[src/rtl/apb_master_bridge.sv]
// apb_master_bridge: turns a valid/ready command stream into single APB4 transfers
// and returns read data / error status on a valid/ready response channel.
// Optional build macro APB_MST_TIMEOUT_EN: abort an ACCESS phase after TIMEOUT_CYCLES
// wait cycles with PREADY low and report it via rsp_timeout.
module apb_master_bridge #(
    parameter int unsigned ADDR_WIDTH     = 32,
    parameter int unsigned DATA_WIDTH     = 32,
    parameter int unsigned STRB_WIDTH     = DATA_WIDTH / 8,
    parameter int unsigned TIMEOUT_CYCLES = 16
) (
    input  logic                  PCLK,
    input  logic                  PRESET,
    // command channel
    input  logic                  cmd_valid,
    output logic                  cmd_ready,
    input  logic                  cmd_write,
    input  logic [ADDR_WIDTH-1:0] cmd_addr,
    input  logic [DATA_WIDTH-1:0] cmd_wdata,
    input  logic [STRB_WIDTH-1:0] cmd_strb,
    // response channel
    output logic                  rsp_valid,
    input  logic                  rsp_ready,
    output logic [DATA_WIDTH-1:0] rsp_rdata,
    output logic                  rsp_slverr,
    output logic                  rsp_timeout,
    // APB master port
    output logic                  PSEL,
    output logic                  PENABLE,
    output logic                  PWRITE,
    output logic [ADDR_WIDTH-1:0] PADDR,
    output logic [DATA_WIDTH-1:0] PWDATA,
    output logic [STRB_WIDTH-1:0] PSTRB,
    input  logic                  PREADY,
    input  logic [DATA_WIDTH-1:0] PRDATA,
    input  logic                  PSLVERR
);

    if (TIMEOUT_CYCLES < 1 || (DATA_WIDTH % 8) != 0 || STRB_WIDTH != DATA_WIDTH / 8)
    begin : g_param_check
        $error("apb_master_bridge: illegal parameter combination");
    end

    typedef enum logic [1:0] {StIdle, StSetup, StAccess, StResp} state_e;

    state_e                state_q, state_d;
    logic                  psel_q, psel_d;
    logic                  penable_q, penable_d;
    logic                  pwrite_q, pwrite_d;
    logic [ADDR_WIDTH-1:0] paddr_q, paddr_d;
    logic [DATA_WIDTH-1:0] pwdata_q, pwdata_d;
    logic [STRB_WIDTH-1:0] pstrb_q, pstrb_d;
    logic                  rsp_valid_q, rsp_valid_d;
    logic [DATA_WIDTH-1:0] rsp_rdata_q, rsp_rdata_d;
    logic                  rsp_slverr_q, rsp_slverr_d;
    logic                  rsp_timeout_q, rsp_timeout_d;
    logic                  cmd_fire;

`ifdef APB_MST_TIMEOUT_EN
    localparam int unsigned CntWidth = $clog2(TIMEOUT_CYCLES + 1);
    logic [CntWidth-1:0] wait_cnt_q, wait_cnt_d;

    // Wait-cycle counter for the ACCESS phase
    always_ff @(posedge PCLK or posedge PRESET) begin
        if (PRESET) begin
            wait_cnt_q <= '0;
        end else begin
            wait_cnt_q <= wait_cnt_d;
        end
    end
`endif

    // A new command can enter from IDLE, or from RESP in the cycle the response drains
    assign cmd_ready = !PRESET && (state_q == StIdle || (state_q == StResp && rsp_ready));
    assign cmd_fire  = cmd_valid && cmd_ready;

    assign PSEL        = psel_q;
    assign PENABLE     = penable_q;
    assign PWRITE      = pwrite_q;
    assign PADDR       = paddr_q;
    assign PWDATA      = pwdata_q;
    assign PSTRB       = pstrb_q;
    assign rsp_valid   = rsp_valid_q;
    assign rsp_rdata   = rsp_rdata_q;
    assign rsp_slverr  = rsp_slverr_q;
    assign rsp_timeout = rsp_timeout_q;

    // Next-state and registered-output logic
    always_comb begin
        state_d       = state_q;
        psel_d        = psel_q;
        penable_d     = penable_q;
        pwrite_d      = pwrite_q;
        paddr_d       = paddr_q;
        pwdata_d      = pwdata_q;
        pstrb_d       = pstrb_q;
        rsp_valid_d   = rsp_valid_q;
        rsp_rdata_d   = rsp_rdata_q;
        rsp_slverr_d  = rsp_slverr_q;
        rsp_timeout_d = rsp_timeout_q;
`ifdef APB_MST_TIMEOUT_EN
        wait_cnt_d    = wait_cnt_q;
`endif

        case (state_q)
            StIdle: ;
            StSetup: begin
                state_d   = StAccess;
                penable_d = 1'b1;
`ifdef APB_MST_TIMEOUT_EN
                wait_cnt_d = '0;
`endif
            end
            StAccess: begin
                if (PREADY) begin
                    state_d       = StResp;
                    psel_d        = 1'b0;
                    penable_d     = 1'b0;
                    rsp_valid_d   = 1'b1;
                    rsp_slverr_d  = PSLVERR;
                    rsp_timeout_d = 1'b0;
                    rsp_rdata_d   = (!pwrite_q && !PSLVERR) ? PRDATA : '0;
                end
`ifdef APB_MST_TIMEOUT_EN
                else if (wait_cnt_q == CntWidth'(TIMEOUT_CYCLES)) begin
                    state_d       = StResp;
                    psel_d        = 1'b0;
                    penable_d     = 1'b0;
                    rsp_valid_d   = 1'b1;
                    rsp_slverr_d  = 1'b1;
                    rsp_timeout_d = 1'b1;
                    rsp_rdata_d   = '0;
                end else begin
                    wait_cnt_d = wait_cnt_q + 1'b1;
                end
`endif
            end
            StResp: begin
                if (rsp_ready) begin
                    state_d       = StIdle;
                    rsp_valid_d   = 1'b0;
                    rsp_rdata_d   = '0;
                    rsp_slverr_d  = 1'b0;
                    rsp_timeout_d = 1'b0;
                end
            end
            default: state_d = StIdle;
        endcase

        // Accept overrides the RESP drain above so back-to-back commands skip IDLE
        if (cmd_fire) begin
            if (cmd_addr[1:0] != 2'b00) begin
                // Misaligned: answer with an error, leave the bus untouched
                state_d       = StResp;
                rsp_valid_d   = 1'b1;
                rsp_rdata_d   = '0;
                rsp_slverr_d  = 1'b1;
                rsp_timeout_d = 1'b0;
            end else begin
                state_d   = StSetup;
                psel_d    = 1'b1;
                penable_d = 1'b0;
                pwrite_d  = cmd_write;
                paddr_d   = cmd_addr;
                pwdata_d  = cmd_write ? cmd_wdata : '0;
                pstrb_d   = cmd_write ? cmd_strb : '0;
            end
        end
    end

    // State and output registers
    always_ff @(posedge PCLK or posedge PRESET) begin
        if (PRESET) begin
            state_q       <= StIdle;
            psel_q        <= 1'b0;
            penable_q     <= 1'b0;
            pwrite_q      <= 1'b0;
            paddr_q       <= '0;
            pwdata_q      <= '0;
            pstrb_q       <= '0;
            rsp_valid_q   <= 1'b0;
            rsp_rdata_q   <= '0;
            rsp_slverr_q  <= 1'b0;
            rsp_timeout_q <= 1'b0;
        end else begin
            state_q       <= state_d;
            psel_q        <= psel_d;
            penable_q     <= penable_d;
            pwrite_q      <= pwrite_d;
            paddr_q       <= paddr_d;
            pwdata_q      <= pwdata_d;
            pstrb_q       <= pstrb_d;
            rsp_valid_q   <= rsp_valid_d;
            rsp_rdata_q   <= rsp_rdata_d;
            rsp_slverr_q  <= rsp_slverr_d;
            rsp_timeout_q <= rsp_timeout_d;
        end
    end

endmodule

[config.mk]
export PLATFORM = sky130hd
export DESIGN_NAME = apb_master_bridge
export DESIGN_NICKNAME = d
export VERILOG_FILES = /design/src/rtl/apb_master_bridge.sv
export SDC_FILE = /design/constraint.sdc
export NUM_CORES = 1
export LEC_CHECK = 0
export BUFFER_PORTS_ARGS = -buffer_cell sky130_fd_sc_hd__buf_2
export CAP_MARGIN = 0
export CORE_AREA = 4 4 105 107
export CTS_CLUSTER_DIAMETER = 120
export DETAILED_ROUTE_END_ITERATION = 8
export DIE_AREA = 0 0 109 111
export GPL_ROUTABILITY_DRIVEN = 0
export PLACE_DENSITY = 0.79
export SYNTH_ARGS = -nofsm -noshare
export SYNTH_HDL_FRONTEND = slang
export SYNTH_SLANG_ARGS = --single-unit
[constraint.sdc]
create_clock -name PCLK -period 3.61 [get_ports PCLK]
set_input_delay 0.1805 -clock PCLK [delete_from_list [all_inputs] [get_ports PCLK]]
set_output_delay 0.1805 -clock PCLK [all_outputs]
set_load 0.02 [all_outputs]
# [Word level (Yosys, flattened, before mapping)]
# Cells that the tools add are included.
[classes] n_bitwise=1 muxes=36 eq_ne=5 n_reduce_logical=13
[ops] cell="$mux 32" count=6
[ops] cell="$pmux 32 s2" count=1
[ops] cell="$mux 1" count=19
[ops] cell="$mux 2" count=4
[ops] cell="$pmux 1 s2" count=4
[ops] cell="$ne 3x3->1 const B" count=2
[ops] cell="$pmux 2 s3" count=1
[ops] cell="$eq 2x2->1 const B" count=2
[ops] cell="$logic_and 1x1->1" count=4
[ops] cell="$mux 4" count=1
[ops] cell="$reduce_bool 4->1" count=1
[ops] cell="$logic_not 1->1" count=3
[ops] cell="$reduce_and 3->1" count=1
[ops] cell="$eq 2x1->1 const B" count=1
[ops] cell="$logic_not 2->1" count=1
[ops] cell="$reduce_and 2->1" count=1
[ops] cell="$reduce_bool 2->1" count=1
[ops] cell="$logic_or 1x1->1" count=1
[ops] cell="$not 1->1" count=1
[word_totals] out_inout_bits=107 register_bits=108 input_bits=107 wordCells=66

# [Logic depth before layout (Yosys ltp)]
# Gate-level depths: netlist (run 1).
[logic_depth] ltp_word=7 depth_mapped=8 depth_no_buf=5

# [Least setup slack after synthesis (run 1)]
# No wires, ideal clock.
[synth_path] kind="register to register" start="register state_q[0]" end="register paddr_q[11] (netlist: PADDR[11])" stages_incl_launch_ff=8 arrival_time_ps=1632 t_required_ps=3485 setup_time_ps=125 path_buffers=3 period_less_slack_ps=1757 path_slack_ps=1853 path_cell_list="dfrtp_1 > ha_1 > buf_6 > a21o_1 > and3_1 > buf_6 > buf_6 > mux2_4"
[synth_between] elab_chain_len=6 word_cells_on_any_way=7 classes_between="1 x eq/ne; 6 x reduce/logical"
[synth_rtl] element="start, declared" line_no="45" text="state_e state_q, state_d;"
[synth_rtl] element="start signal, assigned" line_no="173" text="state_q <= StIdle;"
[synth_rtl] element="start signal, assigned" line_no="185" text="state_q <= state_d;"
[synth_rtl] element="$eq 2x2->1" line_no="73" text="assign cmd_ready = !PRESET && (state_q == StIdle || (state_q == StResp && rsp_ready));"
[synth_rtl] element="$logic_and 1x1->1" line_no="73"
[synth_rtl] element="$logic_or 1x1->1 *" line_no="73"
[synth_rtl] element="$logic_and 1x1->1 *" line_no="73"
[synth_rtl] element="$logic_and 1x1->1 *" line_no="74" text="assign cmd_fire = cmd_valid && cmd_ready;"
[synth_rtl] element="$reduce_and 2->1 (no source line) *"
[synth_rtl] element="end signal, assigned" line_no="189" text="paddr_q <= paddr_d;"
[synth_rtl] element="end, declared" line_no="49" text="logic [ADDR_WIDTH-1:0] paddr_q, paddr_d;"
# Mark *: on every way between the ends. The rest lies on a longest branch, timed or not.
# A chain may end at the register's enable or synchronous reset.

# [Worst setup path after layout (run 1)]
[layout_path] start="register state_q[1]" end="register pwdata_q[14] (netlist: PWDATA[14])"
[layout_between] elab_chain_len=6 word_cells_on_any_way=7 classes_between="1 x eq/ne; 6 x reduce/logical"
[layout_rtl] element="$eq 2x2->1" line_no="73"
[layout_rtl] element="$logic_and 1x1->1" line_no="73"
[layout_rtl] element="$logic_or 1x1->1 *" line_no="73"
[layout_rtl] element="$logic_and 1x1->1 *" line_no="73"
[layout_rtl] element="$logic_and 1x1->1 *" line_no="74"
[layout_rtl] element="$reduce_and 2->1 (no source line) *"
[layout_rtl] element="end signal, assigned" line_no="190" text="pwdata_q <= pwdata_d;"
[layout_rtl] element="end, declared" line_no="50" text="logic [DATA_WIDTH-1:0] pwdata_q, pwdata_d;"
# Marked as above.

==> metrics list, run 1 <==
- The finished cells cover 6027 µm².
- Die W: 109 µm
* Period utilization: 66.53%
* Path type of the worst min-delay path: in2reg
- After detailed routing, the number of vias per cell comes to 4.909.
- The first routing iteration left 293 violations.
* Per-instance average area after synthesis: 11.23 µm²
- After synthesis, flip-flops and latches occupy 57.69% of the total area.
- Counting distinct cell types in the post-synthesis netlist gives 29.
* Num CTS Buffers: 9
- Xor/xnor cell area share of the yosys netlist: 0%
- Walking the worst path, the cells encountered are ha_1 -> a21o_1 -> and3_4 -> buf_4 -> mux2i_1.
- Register clock-pin slew on the reported worst setup and hold paths: 100 ps
* Depth of the CTS H-tree: 3
* Cell class contributing the biggest share of worst-path delay: simple AND/OR/NAND/NOR gates
- Via count of the first global-routing pass: 3866
* Slowest cell on crit path: and3_4
* Cell-internal power: 2.846 mW
* Mux share of post-synthesis cell area: 17.68%
* Peak VDD IR: 397.5 µV
- For this run, the post-layout net count is 731.
- The tightest hold path in the finished design has a slack of 37.47 ps.
- For this design the ratio of total power to cell area is 820.1 nW/µm².
- Port bufs: 213
- Number of remaining DRC errors: 0
* Number of enable flip-flop cells after synthesis: 0
* Element type at the critical path end: flip-flop
- Setup violations remaining at the end of the flow were counted as 0.
- Switching part of the total: 42.42%
* Area overhead of the layout relative to synthesis: 28.66%
- Pin count of the biggest net entering global routing: 93
- Data on the critical path arrives at its endpoint at 2690 ps.
- For this design, the CTS-stage hold fixing added 0 buffers.
- Summed over its instances, the top area cell type makes up 57.69% of the synthesized netlist area.
- Final wirelength: 11580 µm
- Synthesis inferred 108 register bits.
* Most frequent cells after synthesis: dfrtp_1 (108), nand2_1 (74), inv_1 (40)
- After clock tree synthesis, the setup repair step added 0 buffers.
* Top FF cell, synth: dfrtp_1
* Sw power: 2.096 mW
- Summing the areas of all compound-gate instances in the mapped netlist gives 8.868% of the synthesized area.
- CTS tree: done
* Crit-path max FO: 44
* Post-synthesis net count: 528
- Final critical-path setup slack: 1208 ps
- The number of antenna violations at the first check in global routing was 0.
* Worst Path Required: 3900 ps
- The number of endpoints with negative hold slack in the final report came to 0.
- Max Transition Viols Final: 0
* Synth Area in Adders: 1.068%
- The HPWL after detailed placement is 8464 µm.
- Derived from the worst setup path, the maximum achievable clock frequency is 416.4 MHz.
* Placed Area: 5843 µm²
* Combinational family with the most area after synthesis: multiplexers
* Synth warnings: 0
* Kind of critical path: reg2reg
- In this run the remaining antenna-violating nets after routing total 0.
* First-pass GRT wire length: 18550 µm
* Total congestion overflow after global routing: 0
- Power share of the sequential group: 40.7%
- Across the run, the number of max-cap violations was 0.
- Buffer type at the clock tree root: clkbuf_8
- Crit path launch type: flip-flop
- Once the floorplan was initialized, standard cells occupied 46.21% of the core.
* Netlist area before placement: 4684 µm²
* Combinational power share: 45.4%
- In this run the count of I/O pins placed on the die edge is 214.
- In this run the static leakage power is 3.195 nW.
* Top cells by area in the synthesized netlist: dfrtp_1 (58%), mux2_4 (9.3%), mux2i_1 (7.9%)
- The first detailed-routing pass took 4 iterations.
* RSZ-0062 raised after global routing: false
- Bufs on Longest Clock Path: 2
- Summing the areas of all and, or, nand and nor instances in the mapped netlist gives 7.959% of the synthesized area.
* Library cell with the largest summed area after synthesis: dfrtp_1
- Including well taps, the total number of placed cells is 745.
- Max-slew headroom: 26.67%
* Average routed wire per standard cell: 15.22 µm
- Yosys instantiated no cell more often than dfrtp_1.
- Vias: 3736
- 0 antenna diodes ended up in the layout.
* Clock sink count: 108
- Slew at the pin closest to its max-slew limit: 1100 ps
* Die area: 12100 µm²
- Gates resized during post-CTS repair numbered 0.
* Floorplan row count: 37
* CP peak stage delay: 700 ps
- The clock network is responsible for 13.9% of the overall power.
* Cell count after synthesis: 417
* Clock Skew: 5.532 ps
- Together, buffers and inverters on the worst path number 1.
* Status: finished clean
* Insertion delay to the later sink of the worst-skew pair: 370 ps
- The floorplan step set the die height to 111 µm.
* Share of cells above drive strength 1: 43.68%
* Worst setup timing slack at the placement stage: 1195 ps
- Shortest clock period the worst path allows after layout: 2402 ps
- After synthesis, the share of flip-flops with an asynchronous set or reset is 100.0%.
- Summed over all failing endpoints, the final setup total negative slack is 0 ps.
- All-layer global routing usage: 19.08%
- Core Box Area: 10140 µm²
- Layout Cells excl Fill: 761
cells by family (layout without fill, tap and decap cells):
kind of cell | count (synthesis) | after routing
flops | 108 | 108
simple gates | 90 | 90
compound gates | 79 | 79
mux | 68 | 68
buf+inv | 68 | 276
fa+ha+maj | 4 | 4
flip-flops by register name, indices dropped and copies added (netlist names):
name,count
PADDR,32
rsp_slverr,1
rsp_timeout,1
rsp_rdata,32
PSTRB,4
rsp_valid,1
PWRITE,1
PENABLE,1
PWDATA,32
PSEL,1
state_q,2
cell usage in the layout, fill, tap and decap left out, drive strengths merged:
cell / synthesis / routed
buf: 14 / 220
dfrtp: 108 / 108
nand2: 74 / 74
inv: 40 / 43
mux2i: 37 / 37
a21oi: 36 / 36
o21ai: 35 / 35
mux2: 31 / 31
clkbuf: 14 / 9
nor2: 6 / 6
ha: 4 / 4
nor2b: 4 / 4
clkinvlp: 0 / 3
a21o: 2 / 2
and3: 1 / 1
nor4bb: 1 / 1
nor3b: 1 / 1
nand3: 1 / 1
nand3b: 1 / 1
o22ai: 1 / 1
o211a: 1 / 1
nand2b: 1 / 1
o31ai: 1 / 1
o211ai: 1 / 1
a22oi: 1 / 1
a31oi: 1 / 1
clkinv: 0 / 1
metal layers:
layer,vias up,track usage (%),share of wire (%)
met1,1775,24.04,41
li1,1771,-,-
met3,18,4.077,7.6
met2,172,31.33,50
met5,-,0,0
met4,0,8.249,2.2
stage by stage:
step | power [mW] | utilization, %
after detailed placement | 4.291 | 57.63
final | 4.942 | 59.45
after global placement | 4.198 | 57.63
after floorplan | 3.458 | -
after CTS | 4.992 | 59.45
after global routing | 5.261 | 59.45
power by group through the flow:
stage	registers, mW	clock network, mW	logic, mW
6_report	2.01	0.688	2.24
5_1_grt	2.08	0.764	2.42
4_1_cts	2.01	0.712	2.27
3_5_place_dp	2.02	0	2.27
3_3_place_gp	2.02	0	2.18
2_1_floorplan	2.64	0	0.815
worst register-to-register path, stage by stage, from the launching register on:
cell and delay [ps]:
dfrtp_1 440, ha_1 360, a21o_1 180, and3_4 700, buf_4 410, mux2i_1 240
final timing paths:
check                                end  cells after the start          from  slack [ps]
setup / recovery              PWDATA[14]                      5    state_q[1]        1210
hold / removal                 PADDR[20]                      2  cmd_addr[20]          40
setup reg to reg              PWDATA[14]                      5    state_q[1]        1210
hold reg to reg                     PSEL                      1          PSEL         480
max in group asynchronous      PADDR[18]                      3        PRESET        2640
min in group asynchronous  rsp_rdata[30]                      2        PRESET         110
layout make-up:
| class | instances | area (µm²) |
|---|---|---|
| multi-input cells | 241 | 1699 |
| clock inverters | 7 | 60.06 |
| flip-flops and latches | 108 | 2703 |
| clock buffers | 9 | 123.9 |
| well taps | 136 | 170.2 |
| repair buffers | 220 | 1119 |
| inverters | 40 | 152.6 |
| fillers | 846 | 4111 |
(Power assumes the default switching activity.)
==> run 2: changes to the inputs <==
--- a/config.mk
+++ b/config.mk
@@ -7,12 +7,12 @@
 export LEC_CHECK = 0
 export BUFFER_PORTS_ARGS = -buffer_cell sky130_fd_sc_hd__buf_2
 export CAP_MARGIN = 0
-export CORE_AREA = 4 4 105 107
+export CORE_AREA = 4 4 111 113
 export CTS_CLUSTER_DIAMETER = 120
 export DETAILED_ROUTE_END_ITERATION = 8
-export DIE_AREA = 0 0 109 111
+export DIE_AREA = 0 0 115 117
 export GPL_ROUTABILITY_DRIVEN = 0
-export PLACE_DENSITY = 0.79
+export PLACE_DENSITY = 0.75
 export SYNTH_ARGS = -nofsm -noshare
 export SYNTH_HDL_FRONTEND = slang
 export SYNTH_SLANG_ARGS = --single-unit
==> constraint.sdc (replaced) <==
create_clock -name PCLK -period 2.1 [get_ports PCLK]
set_input_delay 0.105 -clock PCLK [delete_from_list [all_inputs] [get_ports PCLK]]
set_output_delay 0.105 -clock PCLK [all_outputs]
set_load 0.02 [all_outputs]
==> run 2 against run 1 <==
The flow now finishes with violations (negative hold slack). Maximum frequency rose by 26%. Via count rose by 6.1%. Wire length up 6.4%. Non-clock buffer count is 55 higher. Register-to-register slack worse by 1000 ps. Power grew 86%. Final cell count up 8.1%.
==> metrics list, run 2 (synthesized netlist as in run 1, its figures left out) <==
- Status: finished, violations left
* Failing checks: negative hold slack
- Buffer type at the clock tree root: clkbuf_16
- The die is 115 µm wide.
* RSZ-0062 raised after global routing: false
- Shortest clock period the worst path allows after layout: 1900 ps
- The net count of the finished layout is 786.
* Slew at the pin closest to its max-slew limit: 693.4 ps
- Num CTS Buffers: 9
* CTS tree: done
* Slowest cell on crit path: dfrtp_1
- Core Box Area: 11320 µm²
- Once layout is complete, the cells apart from fillers number 823.
- Via count of the first global-routing pass: 4077
- Total congestion overflow after global routing: 0
- PwrDens: 1356 nW/µm²
* Most common library cell in the layout ignoring fill and taps: buf_2
- Average routed wire per standard cell: 14.97 µm
- Peak VDD IR: 725.2 µV
- Across every metal layer, demand over resource in global routing totals 17.83%.
* Final hold violation count: 12
- Entering global routing, the biggest net connects 57 pins.
- Clock Skew: 4.507 ps
- Combinational power share: 43.5%
- The die is 117 µm tall.
* Crit-path max FO: 32
* Initial antenna violation count: 0
- Per report_power, the sequential group accounts for 38.0% of the total.
- Number of optimization iterations in the first detailed-route pass: 4
- The floorplan step defined a die boundary enclosing 13460 µm².
- Path type of the worst min-delay path: in2async
- In this run the number of H-tree levels came out at 3.
* Detailed placement HPWL: 8760 µm
* Max-cap viol count: 0
- Fill cell count: 901
- Final number of setup-violating endpoints: 0
- PostCTS Resize Cnt: 0
* Kind of critical path: reg2reg
* Drt initial violations: 309
- Broken down by cell family, the worst path's largest delay share belongs to simple AND/OR/NAND/NOR gates.
* Worst Path Required: 2350 ps
* Antenna cells: 0
- On the worst path, the slowest cell contributes a delay of 430 ps.
- Total leakage power: 3.503 nW
- Relative to the synthesized area, the layout overhead comes to 44.36%.
- Element type at the critical path end: flip-flop
- Internal power comes to 5.487 mW.
- The routed layout has 3964 vias.
- Row generation in the floorplan step produced 39 rows.
* Maximum frequency from static timing analysis: 526.3 MHz
- Post-placement cell count: 759
- The tightest hold path in the finished design has a slack of -7.190 ps.
- Max-slew headroom: 53.77%
* Register clock-pin slew on the reported worst setup and hold paths: 70 ps
- The count of nets left with antenna violations once routing finished came out at 0.
* Setup_tns: 0 ps
* Starting density of the core: 41.38%
- During I/O placement, the number of pins put on the boundary was 214.
- Per report_power, the clock group accounts for 18.5% of the total.
- Period utilization: 90.47%
* Clock sink count: 108
- Via density per instance: 4.817
* Bufs on Longest Clock Path: 2
- Share of cells above drive strength 1: 41.18%
- Sw power: 3.685 mW
* Number of remaining DRC errors: 0
- Port bufs: 213
- The worst setup path is launched from a flip-flop.
* Commonest non-fill, non-tap cells in the layout: buf_2 (213), dfrtp_1 (108), nand2_1 (74)
* Critical path buffers and inverters: 2
- The final layout contains routed wiring with a total length of 12320 µm.
* Data arrival at the endpoint of the critical path: 2150 ps
- The number of max-slew violations in the final report was 0.
- First-pass GRT wire length: 19310 µm
- Ordered list of cells on the worst path: inv_1 -> ha_1 -> nor4bb_4 -> buf_12 -> nand2_1 -> a21oi_1
- Insertion delay to the later sink of the worst-skew pair: 330 ps
* Switching part of the total: 40.18%
[run 2: cell count changes in the layout (fill, tap and decap cells not counted), moves of 6 or more]
cell / delta
clkbuf_16: +9
dlygate4sd3_1: +48
clkbuf_8: -9
buf_12: +6
[run 2: layout make-up]
cell class	instances	area (µm²)	share of cell area, %
Sequential cell	108	2703	39.96
Multi-Input combinational cell	241	1699	25.12
Clock inverter	7	76.32	1.129
Timing Repair Buffer	275	1727	25.53
Clock buffer	9	225.2	3.330
Inverter	40	153.9	2.276
Tap cell	143	178.9	2.646
[run 2: power groups by stage]
stage | Clock [mW] | Combinational (mW) | Sequential, mW
after floorplan | 0 | 1.40 | 4.54
after global placement | 0 | 3.83 | 3.47
after detailed placement | 0 | 3.95 | 3.49
after CTS | 1.76 | 4.02 | 3.48
after global routing | 1.82 | 4.31 | 3.59
final | 1.70 | 3.99 | 3.49
[run 2: final timing paths]
check                               from  slack, ps  cells past startpoint       endpoint
max in group asynchronous         PRESET       1620                      3      PADDR[16]
min in group PCLK          cmd_wdata[22]         10                      3     PWDATA[22]
hold / removal                    PRESET         -7                      3      PWDATA[8]
setup reg to reg              state_q[0]        200                      6  rsp_rdata[19]
setup / recovery              state_q[0]        200                      6  rsp_rdata[19]
hold reg to reg                     PSEL        490                      1           PSEL
[run 2: tightest hold or removal path: cells and delay by family]
kind	cells	cell delay, ps
buffers and inverters	3	690
[run 2: timing repair]
action | CTS | global route
hold buffers | 48 | 0
buffers inserted | 0 | 0
endpoints found under the hold margin | 48 | 0
[run 2: metrics by stage]
step	total power [mW]	util [%]	instance area, µm²	worst slack (ps)
floorplan	5.944	-	4688	343.3
global placement	7.293	52.83	5981	296.4
detailed placement	7.444	52.83	5981	193.7
CTS	9.256	59.74	6763	178.4
global route	9.724	59.74	6763	80.86
finish	9.173	59.74	6763	200.1
[run 2: layer usage]
metal / global-route usage [%] / vias up / share of wire (%)
li1: - / 1878 / -
met1: 22.67 / 1892 / 41
met2: 30.40 / 172 / 50
met3: 3.188 / 22 / 6.8
met4: 6.964 / 0 / 1.8
met5: 0 / - / 0
